===== src/rtl/cpu_pipeline.sv =====
// UART GCD sequencer: receives two operands over 8N1 serial, computes their GCD by
// repeated subtraction, returns the result on UART and shows it on LED and two hex digits.
module cpu_pipeline #(
    parameter int CLK_FREQ = 100_000_000,
    parameter int BAUD     = 9600
) (
    input  logic        sys_clk,
    input  logic        reset,
    input  logic        UART_RX,
    output logic        UART_TX,
    output logic [7:0]  LED,
    output logic [17:0] TUBE
);
    localparam int BAUD_DIV = CLK_FREQ / BAUD;
    localparam int CNT_W    = $clog2(BAUD_DIV);
    localparam logic [CNT_W-1:0] DIV_M1  = CNT_W'(BAUD_DIV - 1);
    localparam logic [CNT_W-1:0] HALF_M1 = CNT_W'(BAUD_DIV / 2 - 1);

    localparam logic [1:0] RXS_IDLE  = 2'd0;
    localparam logic [1:0] RXS_START = 2'd1;
    localparam logic [1:0] RXS_DATA  = 2'd2;
    localparam logic [1:0] RXS_STOP  = 2'd3;

    localparam logic [1:0] ST_RX_A = 2'd0;
    localparam logic [1:0] ST_RX_B = 2'd1;
    localparam logic [1:0] ST_CALC = 2'd2;
    localparam logic [1:0] ST_TX   = 2'd3;

    logic             rx_meta, rx_sync, rx_prev;
    logic [1:0]       rx_st;
    logic [CNT_W-1:0] rx_cnt;
    logic [2:0]       rx_idx;
    logic [7:0]       rx_shift;
    // rx_valid is a one-cycle strobe qualifying rx_data; there is no ready, so a
    // byte that lands while the sequencer is in CALC or TX is simply dropped.
    logic             rx_valid;
    logic [7:0]       rx_data;

    logic [1:0]       state;
    logic [7:0]       a_r, b_r, led_r;
    logic             calc_done;
    logic [7:0]       calc_res;
    logic [9:0]       tx_frame;
    logic [3:0]       tx_idx;
    logic [CNT_W-1:0] tx_cnt;
    logic             tx_line;

    always_ff @(posedge sys_clk or negedge reset) begin
        if (!reset) begin
            rx_meta  <= 1'b1;
            rx_sync  <= 1'b1;
            rx_prev  <= 1'b1;
            rx_st    <= RXS_IDLE;
            rx_cnt   <= '0;
            rx_idx   <= '0;
            rx_shift <= '0;
            rx_valid <= 1'b0;
            rx_data  <= '0;
        end else begin
            rx_meta  <= UART_RX;
            rx_sync  <= rx_meta;
            rx_prev  <= rx_sync;
            rx_valid <= 1'b0;
            case (rx_st)
                RXS_IDLE: begin
                    if (rx_prev && !rx_sync) begin
                        rx_st  <= RXS_START;
                        rx_cnt <= '0;
                    end
                end
                RXS_START: begin
                    // A line back high at mid start bit was only a glitch.
                    if (rx_cnt == HALF_M1) begin
                        rx_cnt <= '0;
                        rx_idx <= '0;
                        rx_st  <= rx_sync ? RXS_IDLE : RXS_DATA;
                    end else begin
                        rx_cnt <= rx_cnt + 1'b1;
                    end
                end
                RXS_DATA: begin
                    if (rx_cnt == DIV_M1) begin
                        rx_cnt   <= '0;
                        rx_shift <= {rx_sync, rx_shift[7:1]};
                        rx_idx   <= rx_idx + 3'd1;
                        if (rx_idx == 3'd7) rx_st <= RXS_STOP;
                    end else begin
                        rx_cnt <= rx_cnt + 1'b1;
                    end
                end
                default: begin
                    if (rx_cnt == DIV_M1) begin
                        rx_cnt <= '0;
                        rx_st  <= RXS_IDLE;
                        if (rx_sync) begin
                            rx_valid <= 1'b1;
                            rx_data  <= rx_shift;
                        end
                    end else begin
                        rx_cnt <= rx_cnt + 1'b1;
                    end
                end
            endcase
        end
    end

    assign calc_done = (a_r == 8'd0) || (b_r == 8'd0) || (a_r == b_r);
    assign calc_res  = (a_r == 8'd0) ? b_r : a_r;

    always_ff @(posedge sys_clk or negedge reset) begin
        if (!reset) begin
            state    <= ST_RX_A;
            a_r      <= '0;
            b_r      <= '0;
            led_r    <= '0;
            tx_frame <= '1;
            tx_idx   <= '0;
            tx_cnt   <= '0;
            tx_line  <= 1'b1;
        end else begin
            case (state)
                ST_RX_A: begin
                    if (rx_valid) begin
                        a_r   <= rx_data;
                        state <= ST_RX_B;
                    end
                end
                ST_RX_B: begin
                    if (rx_valid) begin
                        b_r   <= rx_data;
                        state <= ST_CALC;
                    end
                end
                ST_CALC: begin
                    // Finishing edge also drives the start bit, so it appears next cycle.
                    if (calc_done) begin
                        led_r    <= calc_res;
                        tx_frame <= {1'b1, calc_res, 1'b0};
                        tx_line  <= 1'b0;
                        tx_idx   <= '0;
                        tx_cnt   <= '0;
                        state    <= ST_TX;
                    end else if (a_r > b_r) begin
                        a_r <= a_r - b_r;
                    end else begin
                        b_r <= b_r - a_r;
                    end
                end
                default: begin
                    if (tx_cnt == DIV_M1) begin
                        tx_cnt <= '0;
                        if (tx_idx == 4'd9) begin
                            tx_line <= 1'b1;
                            state   <= ST_RX_A;
                        end else begin
                            tx_idx   <= tx_idx + 4'd1;
                            tx_line  <= tx_frame[1];
                            tx_frame <= {1'b1, tx_frame[9:1]};
                        end
                    end else begin
                        tx_cnt <= tx_cnt + 1'b1;
                    end
                end
            endcase
        end
    end

    // Active-low segments ordered {g,f,e,d,c,b,a}.
    function automatic logic [6:0] hex_seg(input logic [3:0] v);
        case (v)
            4'h0: hex_seg = 7'b1000000;
            4'h1: hex_seg = 7'b1111001;
            4'h2: hex_seg = 7'b0100100;
            4'h3: hex_seg = 7'b0110000;
            4'h4: hex_seg = 7'b0011001;
            4'h5: hex_seg = 7'b0010010;
            4'h6: hex_seg = 7'b0000010;
            4'h7: hex_seg = 7'b1111000;
            4'h8: hex_seg = 7'b0000000;
            4'h9: hex_seg = 7'b0010000;
            4'hA: hex_seg = 7'b0001000;
            4'hB: hex_seg = 7'b0000011;
            4'hC: hex_seg = 7'b1000110;
            4'hD: hex_seg = 7'b0100001;
            4'hE: hex_seg = 7'b0000110;
            default: hex_seg = 7'b0001110;
        endcase
    endfunction

    assign UART_TX = tx_line;
    assign LED     = led_r;
    assign TUBE    = {hex_seg(led_r[7:4]), hex_seg(led_r[3:0]), 4'b1100};
endmodule


===== config.mk =====
export PLATFORM = sky130hd
export DESIGN_NAME = cpu_pipeline
export DESIGN_NICKNAME = d
export VERILOG_FILES = /design/src/rtl/cpu_pipeline.sv
export SDC_FILE = /design/constraint.sdc
export NUM_CORES = 1
export LEC_CHECK = 0
export BUFFER_PORTS_ARGS = -buffer_cell sky130_fd_sc_hd__buf_4
export CAP_MARGIN = 30
export CORE_AREA = 5 5 119 121
export DETAILED_ROUTE_END_ITERATION = 8
export DIE_AREA = 0 0 124 126
export SETUP_SLACK_MARGIN = 0.3
export SLEW_MARGIN = 15
export SYNTH_ARGS = -nofsm -noshare
export SYNTH_HDL_FRONTEND = slang
export SYNTH_SLANG_ARGS = --single-unit
export TNS_END_PERCENT = 5

===== constraint.sdc =====
create_clock -name sys_clk -period 7.4 [get_ports sys_clk]
set_clock_uncertainty 0.1 [all_clocks]
set_input_delay 1.11 -clock sys_clk [delete_from_list [all_inputs] [get_ports sys_clk]]
set_output_delay 1.11 -clock sys_clk [all_outputs]
set_load 0.02 [all_outputs]

Yosys cells after proc, flatten, opt, wreduce, memory -nomap -nowiden
Memory sizes are Yosys's and may differ from the RTL's.
Cells that the tools add are included.
{"block": "word_totals", "register_bits": 94, "elab_cells": 123, "mem_count": 2, "input_bits": 3, "output_inout_bits": 27, "mem_bits_rw": 0, "latchBits": 0, "romBits": 224}
{"block": "op_classes", "n_eq_ne": 21, "n_addsub": 6, "reduce_logical": 28, "n_div": 0, "magnitude_cmp": 1, "bitwise_logic": 2, "n_shift": 0, "mul": 0, "n_mux": 46}
{"memory": "(no name shown)", "words": 16, "width": 7, "read_ports": 1, "rd_ports_with_merged_regs": 0, "wr": 0, "line": "170", "text": "case (v)"}
{"memory": "(no name shown)", "words": 16, "width": 7, "read_ports": 1, "rd_ports_with_merged_regs": 0, "wr": 0, "line": "170"}
{"op": "$mux 14", "count": 5}
{"op": "$pmux 14 s2", "count": 2}
{"op": "$mux 8", "count": 6}
{"op": "$pmux 8 s2", "count": 2}
{"op": "$mux 10", "count": 3}
{"op": "$add 14x1->14 const B", "count": 2}
{"op": "$eq 14x14->1 const B", "count": 2}
{"op": "$mux 2", "count": 11}
{"op": "$ne 2x2->1 const B", "count": 10}
{"op": "$pmux 10 s2", "count": 1}
{"op": "$logic_not 8->1", "count": 2}
{"op": "$sub 8x8->8", "count": 2}
{"op": "$eq 14x13->1 const B", "count": 1}
{"op": "$mux 4", "count": 3}
{"op": "$pmux 2 s3", "count": 2}
{"op": "$reduce_and 4->1", "count": 3}
{"op": "$reduce_and 5->1", "count": 2}
{"op": "$reduce_and 3->1", "count": 3}
{"op": "$eq 8x8->1", "count": 1}
{"op": "$gt 8x8->1", "count": 1}
{"op": "$pmux 4 s2", "count": 1}
{"op": "$reduce_bool 2->1", "count": 4}
{"op": "$reduce_bool 4->1", "count": 2}
{"op": "$mux 1", "count": 6}
{"op": "19 further kinds", "count": 27}

Longest topological paths before layout
{"block": "depth", "word_depth": 5, "depth_mapped": 10, "mapped_depth_nobuf": 9}

Worst setup path before layout
Ideal clock, no wire load.
{"block": "synth_timing", "kind": "register to output", "from": "register led_r[0], in the netlist LED[0]", "to": "output port TUBE[5]", "required_ps": 6190, "t_arrival_ps": 1525, "setup_slack_ps": 4665, "path_stages_with_launch": 5, "n_path_buf": 0, "path_cell_list": "dfrtp_1 > inv_1 > ha_1 > mux2i_1 > o21ai_0"}
{"block": "synth_between", "elab_chain_len": 1}
{"item": "start: declaration", "line": "40", "text": "logic [7:0] a_r, b_r, led_r;"}
{"item": "start signal: assignment", "line": "137", "text": "led_r <= calc_res;"}
{"item": "$mem_v2 16x7"}
{"item": "end: declaration", "line": "12", "text": "output logic [17:0] TUBE"}
No other way between the ends.

Worst setup path after layout
{"block": "layout_timing", "from": "register led_r[0], in the netlist LED[0]", "to": "output port TUBE[7]"}
The elaborated chain is that of the path after synthesis.

==> report_table.html <==
<table>
<tr><th>Metric</th><th>Value</th></tr>
<tr><th colspan="2">STA</th></tr>
<tr><td>Normalized max-slew margin</td><td>0.479</td></tr>
<tr><td>Crit path setup slack, layout</td><td>4.25 ns</td></tr>
<tr><td>Smallest hold slack</td><td>0.256 ns</td></tr>
<tr><td>Post-route clock period utilization</td><td>0.426</td></tr>
<tr><td>Worst Tran Pin Value</td><td>0.781 ns</td></tr>
<tr><td>Max Freq</td><td>317 MHz</td></tr>
<tr><td>Final period demand of the worst path</td><td>3.15 ns</td></tr>
<tr><td>Final count of pins violating max slew</td><td>0</td></tr>
<tr><td>Setup TNS Final</td><td>0 ns</td></tr>
<tr><td>Count of final setup violators</td><td>0</td></tr>
<tr><td>Fin. Hold Viols</td><td>0</td></tr>
<tr><td>Setup repair after global routing missed its margin</td><td>no</td></tr>
<tr><th colspan="2">Clocking</th></tr>
<tr><td>Clock Latency Late Sink</td><td>0.34 ns</td></tr>
<tr><td>Clock buffer count from CTS</td><td>9</td></tr>
<tr><td>Worst-case clock buffer depth</td><td>2</td></tr>
<tr><td>Number of buffers inserted for hold repair after clock tree synthesis</td><td>0</td></tr>
<tr><td>Post-CTS Resized</td><td>0</td></tr>
<tr><td>TritonCTS clock tree</td><td>built</td></tr>
<tr><td>Clock-pin slew reported for the worst setup and hold paths after clock tree synthesis</td><td>0.07 ns</td></tr>
<tr><td># clock sinks</td><td>92</td></tr>
<tr><td>Clock Root Buffer</td><td>sky130_fd_sc_hd__clkbuf_16</td></tr>
<tr><td>Number of buffers added for setup after CTS</td><td>0</td></tr>
<tr><td>H-tree levels</td><td>3</td></tr>
<tr><th colspan="2">Route</th></tr>
<tr><td>Detailed Routing Iterations Pass 1</td><td>5</td></tr>
<tr><td>Detailed-route DRC error count</td><td>0</td></tr>
<tr><td>Via Count</td><td>4,398</td></tr>
<tr><td>Final routed wire length divided by cell count</td><td>14.7 um</td></tr>
<tr><td>Routed via count divided by cell count</td><td>5.50</td></tr>
<tr><td>Remaining antenna violation count after routing</td><td>0</td></tr>
<tr><td>Final Routed Wirelength</td><td>11,700 um</td></tr>
<tr><td>Count of routing violations after the opening detailed-route iteration</td><td>238</td></tr>
<tr><th colspan="2">Worst setup path</th></tr>
<tr><td>Worst path most repeated cell</td><td>sky130_fd_sc_hd__inv_1</td></tr>
<tr><td>Kind of end point of the critical path</td><td>output port</td></tr>
<tr><td>Arrival @ worst endpoint</td><td>1.94 ns</td></tr>
<tr><td>Largest stage delay on the critical path</td><td>0.48 ns</td></tr>
<tr><td>Kind of critical path</td><td>register to output port</td></tr>
<tr><td>Critical Path Start Type</td><td>register</td></tr>
<tr><td>Worst path required time</td><td>6.19 ns</td></tr>
<tr><td>CP cell instances</td><td>inv_1, ha_1, inv_1, mux4_2, buf_4</td></tr>
<tr><td>Largest fanout on the critical path</td><td>7</td></tr>
<tr><td>Slowest cell on the critical path</td><td>sky130_fd_sc_hd__dfrtp_1</td></tr>
<tr><th colspan="2">Global routing</th></tr>
<tr><td>GRT met2 Usage</td><td>0.248</td></tr>
<tr><td>Initial antenna violation count</td><td>0</td></tr>
<tr><td>Largest net degree at the start of global routing</td><td>63</td></tr>
<tr><td>Busiest metal layer after global routing</td><td>met2</td></tr>
<tr><td>Total routing usage reported by global routing</td><td>0.159</td></tr>
<tr><td>Number of global-route vias before repair</td><td>4,233</td></tr>
<tr><td>Fraction of met3 tracks used by global routing</td><td>0.0233</td></tr>
<tr><td>Global-route wire length before repair</td><td>20,300 um</td></tr>
<tr><td>Met1 capacity usage during global routing</td><td>0.223</td></tr>
<tr><td>Aggregate global routing overflow</td><td>0</td></tr>
<tr><th colspan="2">Die</th></tr>
<tr><td>Starting utilization of the core area</td><td>0.441</td></tr>
<tr><td>Die outline width</td><td>124 um</td></tr>
<tr><td>Die H</td><td>126 um</td></tr>
<tr><td>Number of primary I/O pins</td><td>30</td></tr>
<tr><td>Die area</td><td>15,600 um^2</td></tr>
<tr><td>Number of placement rows</td><td>42</td></tr>
<tr><td>Area of the core region</td><td>13,000 um^2</td></tr>
<tr><th colspan="2">Placed design</th></tr>
<tr><td>Post-DP HPWL</td><td>8470 um</td></tr>
<tr><td>Pre-CTS setup slack</td><td>4.13 ns</td></tr>
<tr><td>Placed insts</td><td>782</td></tr>
<tr><td>Placer congestion estimate</td><td>0.891</td></tr>
<tr><td>Port Buffer Count</td><td>25</td></tr>
<tr><th colspan="2">Yosys</th></tr>
<tr><td>Top post-synthesis cells by area</td><td>sky130_fd_sc_hd__dfrtp_1 (35%), sky130_fd_sc_hd__ha_1 (8.1%), sky130_fd_sc_hd__dfstp_2 (5.5%)</td></tr>
<tr><td>Largest area contributor in the netlist</td><td>sky130_fd_sc_hd__dfrtp_1</td></tr>
<tr><td>Synth Cell Area</td><td>5730 um^2</td></tr>
<tr><td>FF+latch count, synth</td><td>92</td></tr>
<tr><td>Async S/R FF share, synth</td><td>1.00</td></tr>
<tr><td>Synth cell types</td><td>68</td></tr>
<tr><td>Top_reg_cell synth</td><td>sky130_fd_sc_hd__dfrtp_1</td></tr>
<tr><td>Gate count after technology mapping</td><td>600</td></tr>
<tr><td>Yosys warning count</td><td>0</td></tr>
<tr><td>Share of Yosys cell area claimed by the top area cell type</td><td>0.349</td></tr>
<tr><td>Average cell area after synthesis</td><td>9.55 um^2</td></tr>
<tr><td>Post-synth EDFFs</td><td>0</td></tr>
<tr><td>Share of the yosys chip area belonging to registers</td><td>0.405</td></tr>
<tr><th colspan="2">Power and ir drop</th></tr>
<tr><td>Worst vdd ir</td><td>0.122 mV</td></tr>
<tr><td>Leakage power of the design</td><td>0.00283 uW</td></tr>
<tr><td>Pwr/cell area</td><td>170 nW/um^2</td></tr>
<tr><th colspan="2">Layout</th></tr>
<tr><td>Filler-free cell count of the finished design</td><td>799</td></tr>
<tr><td>Layout overhead on the synthesized area</td><td>11.4%</td></tr>
<tr><td>Most common cell after layout, fill and taps aside</td><td>sky130_fd_sc_hd__dfrtp_1</td></tr>
<tr><td>Fill cell count</td><td>1,230</td></tr>
<tr><td>Fraction of final layout cells sized beyond drive strength 1</td><td>0.152</td></tr>
<tr><td># diodes</td><td>0</td></tr>
<tr><td>Commonest cells after routing, fill and taps aside</td><td>sky130_fd_sc_hd__dfrtp_1 (80), sky130_fd_sc_hd__nor2_1 (69), sky130_fd_sc_hd__ha_1 (37), sky130_fd_sc_hd__nand2_1 (35), sky130_fd_sc_hd__inv_1 (34)</td></tr>
<tr><td>Final-stage net count</td><td>660</td></tr>
<tr><th colspan="2">Min path</th></tr>
<tr><td>Path class of the lowest-slack min-delay path</td><td>register to register</td></tr>
<tr><th colspan="2">Run status</th></tr>
<tr><td>Outcome</td><td>finished clean</td></tr>
<tr><th colspan="2">Run</th></tr>
<tr><td>Count of maximum capacitance violations</td><td>0</td></tr>
</table>
## cell families after synthesis
| family | Yosys count | synth area share |
|---|---|---|
| xor+xnor | 18 | 0.0275 |
| compound gates | 136 | 0.156 |
| fa+ha+maj | 39 | 0.0878 |
| mux | 44 | 0.0887 |
| flops | 92 | 0.405 |
| buf+inv | 58 | 0.0422 |
| other cells | 2 | 0.00131 |
| simple gates | 211 | 0.192 |
## synth_stat cells, types with 4 or more instances
library cell and number:
sky130_fd_sc_hd__a31oi_1 6, sky130_fd_sc_hd__mux2i_1 17, sky130_fd_sc_hd__and3_1 7, sky130_fd_sc_hd__mux2_1 12, sky130_fd_sc_hd__or2_2 6, sky130_fd_sc_hd__inv_1 34
sky130_fd_sc_hd__o41ai_1 4, sky130_fd_sc_hd__nor2b_1 15, sky130_fd_sc_hd__nand3_1 25, sky130_fd_sc_hd__dfrtp_1 80, sky130_fd_sc_hd__ha_1 37, sky130_fd_sc_hd__a21oi_1 32
sky130_fd_sc_hd__and4_1 4, sky130_fd_sc_hd__o21ai_0 19, sky130_fd_sc_hd__o22ai_1 6, sky130_fd_sc_hd__dfstp_2 12, sky130_fd_sc_hd__a211oi_2 7, sky130_fd_sc_hd__buf_2 4
sky130_fd_sc_hd__nor2_1 69, sky130_fd_sc_hd__nand4_1 7, sky130_fd_sc_hd__nand2_1 35, sky130_fd_sc_hd__o31ai_1 7, sky130_fd_sc_hd__nor3_1 6, sky130_fd_sc_hd__buf_4 5
sky130_fd_sc_hd__o211ai_1 5, sky130_fd_sc_hd__clkbuf_1 13, sky130_fd_sc_hd__xnor2_1 8, sky130_fd_sc_hd__mux2_2 10, sky130_fd_sc_hd__o21ai_1 29, sky130_fd_sc_hd__xor2_1 10
sky130_fd_sc_hd__nand3b_1 4, sky130_fd_sc_hd__nand2b_1 8
## report_power, final
group	switching, uW	internal (uW)
Clock	198	281
Combinational	37.6	26.9
Sequential	21.5	520
## critical path, delay by kind of cell (launching register included)
family | cells | cell delay (ns)
adder cells (fa/ha/maj) | 1 | 0.32
buffers and inverters | 3 | 0.36
flip-flops | 1 | 0.48
multiplexers | 1 | 0.44
## path summary, 6_finish.rpt
path | from | to | slack [ns] | cells after the start
max | LED[0] | TUBE[7] | 4.25 | 5
min | rx_meta | rx_sync | 0.26 | 0
max reg2reg | a_r[0] | a_r[1] | 4.45 | 9
min reg2reg | rx_meta | rx_sync | 0.26 | 0
max in group asynchronous | reset | tx_idx[0] | 5.47 | 2
min in group asynchronous | reset | rx_data[2] | 0.60 | 1
## cell type report
cell class,instances,area [um^2],share of cell area
repair buffers,28,218,0.0341
clock buffers,11,253,0.0396
clock inverters,5,60.1,0.00941
well taps,176,220,0.0345
inverters,35,131,0.0206
flip-flops and latches,92,2320,0.363
multi-input cells,452,3180,0.499
## sequential cells by signal (all words and copies together) (netlist names), 4 cells and up
name and count:
rx_cnt 14, tx_cnt 14, LED 8, a_r 8, b_r 8, rx_data 8, rx_shift 8, tx_frame 8
tx_idx 4
## layer usage
layer	routed length (um)	share of wire
met1	5650	0.48
met2	5440	0.46
met5	0	0
met3	406	0.035
met4	255	0.022
## per-stage QoR
| step | total power (uW) | util | area (um^2) |
|---|---|---|---|
| 2_1_floorplan | 594 | - | 5740 |
| 3_3_place_gp | 614 | 0.466 | 6050 |
| 3_5_place_dp | 617 | 0.466 | 6050 |
| 5_1_grt | 1130 | 0.492 | 6380 |
| 6_report | 1090 | 0.492 | 6380 |
| 4_1_cts | 1100 | 0.490 | 6370 |
(Power assumes the default switching activity.)
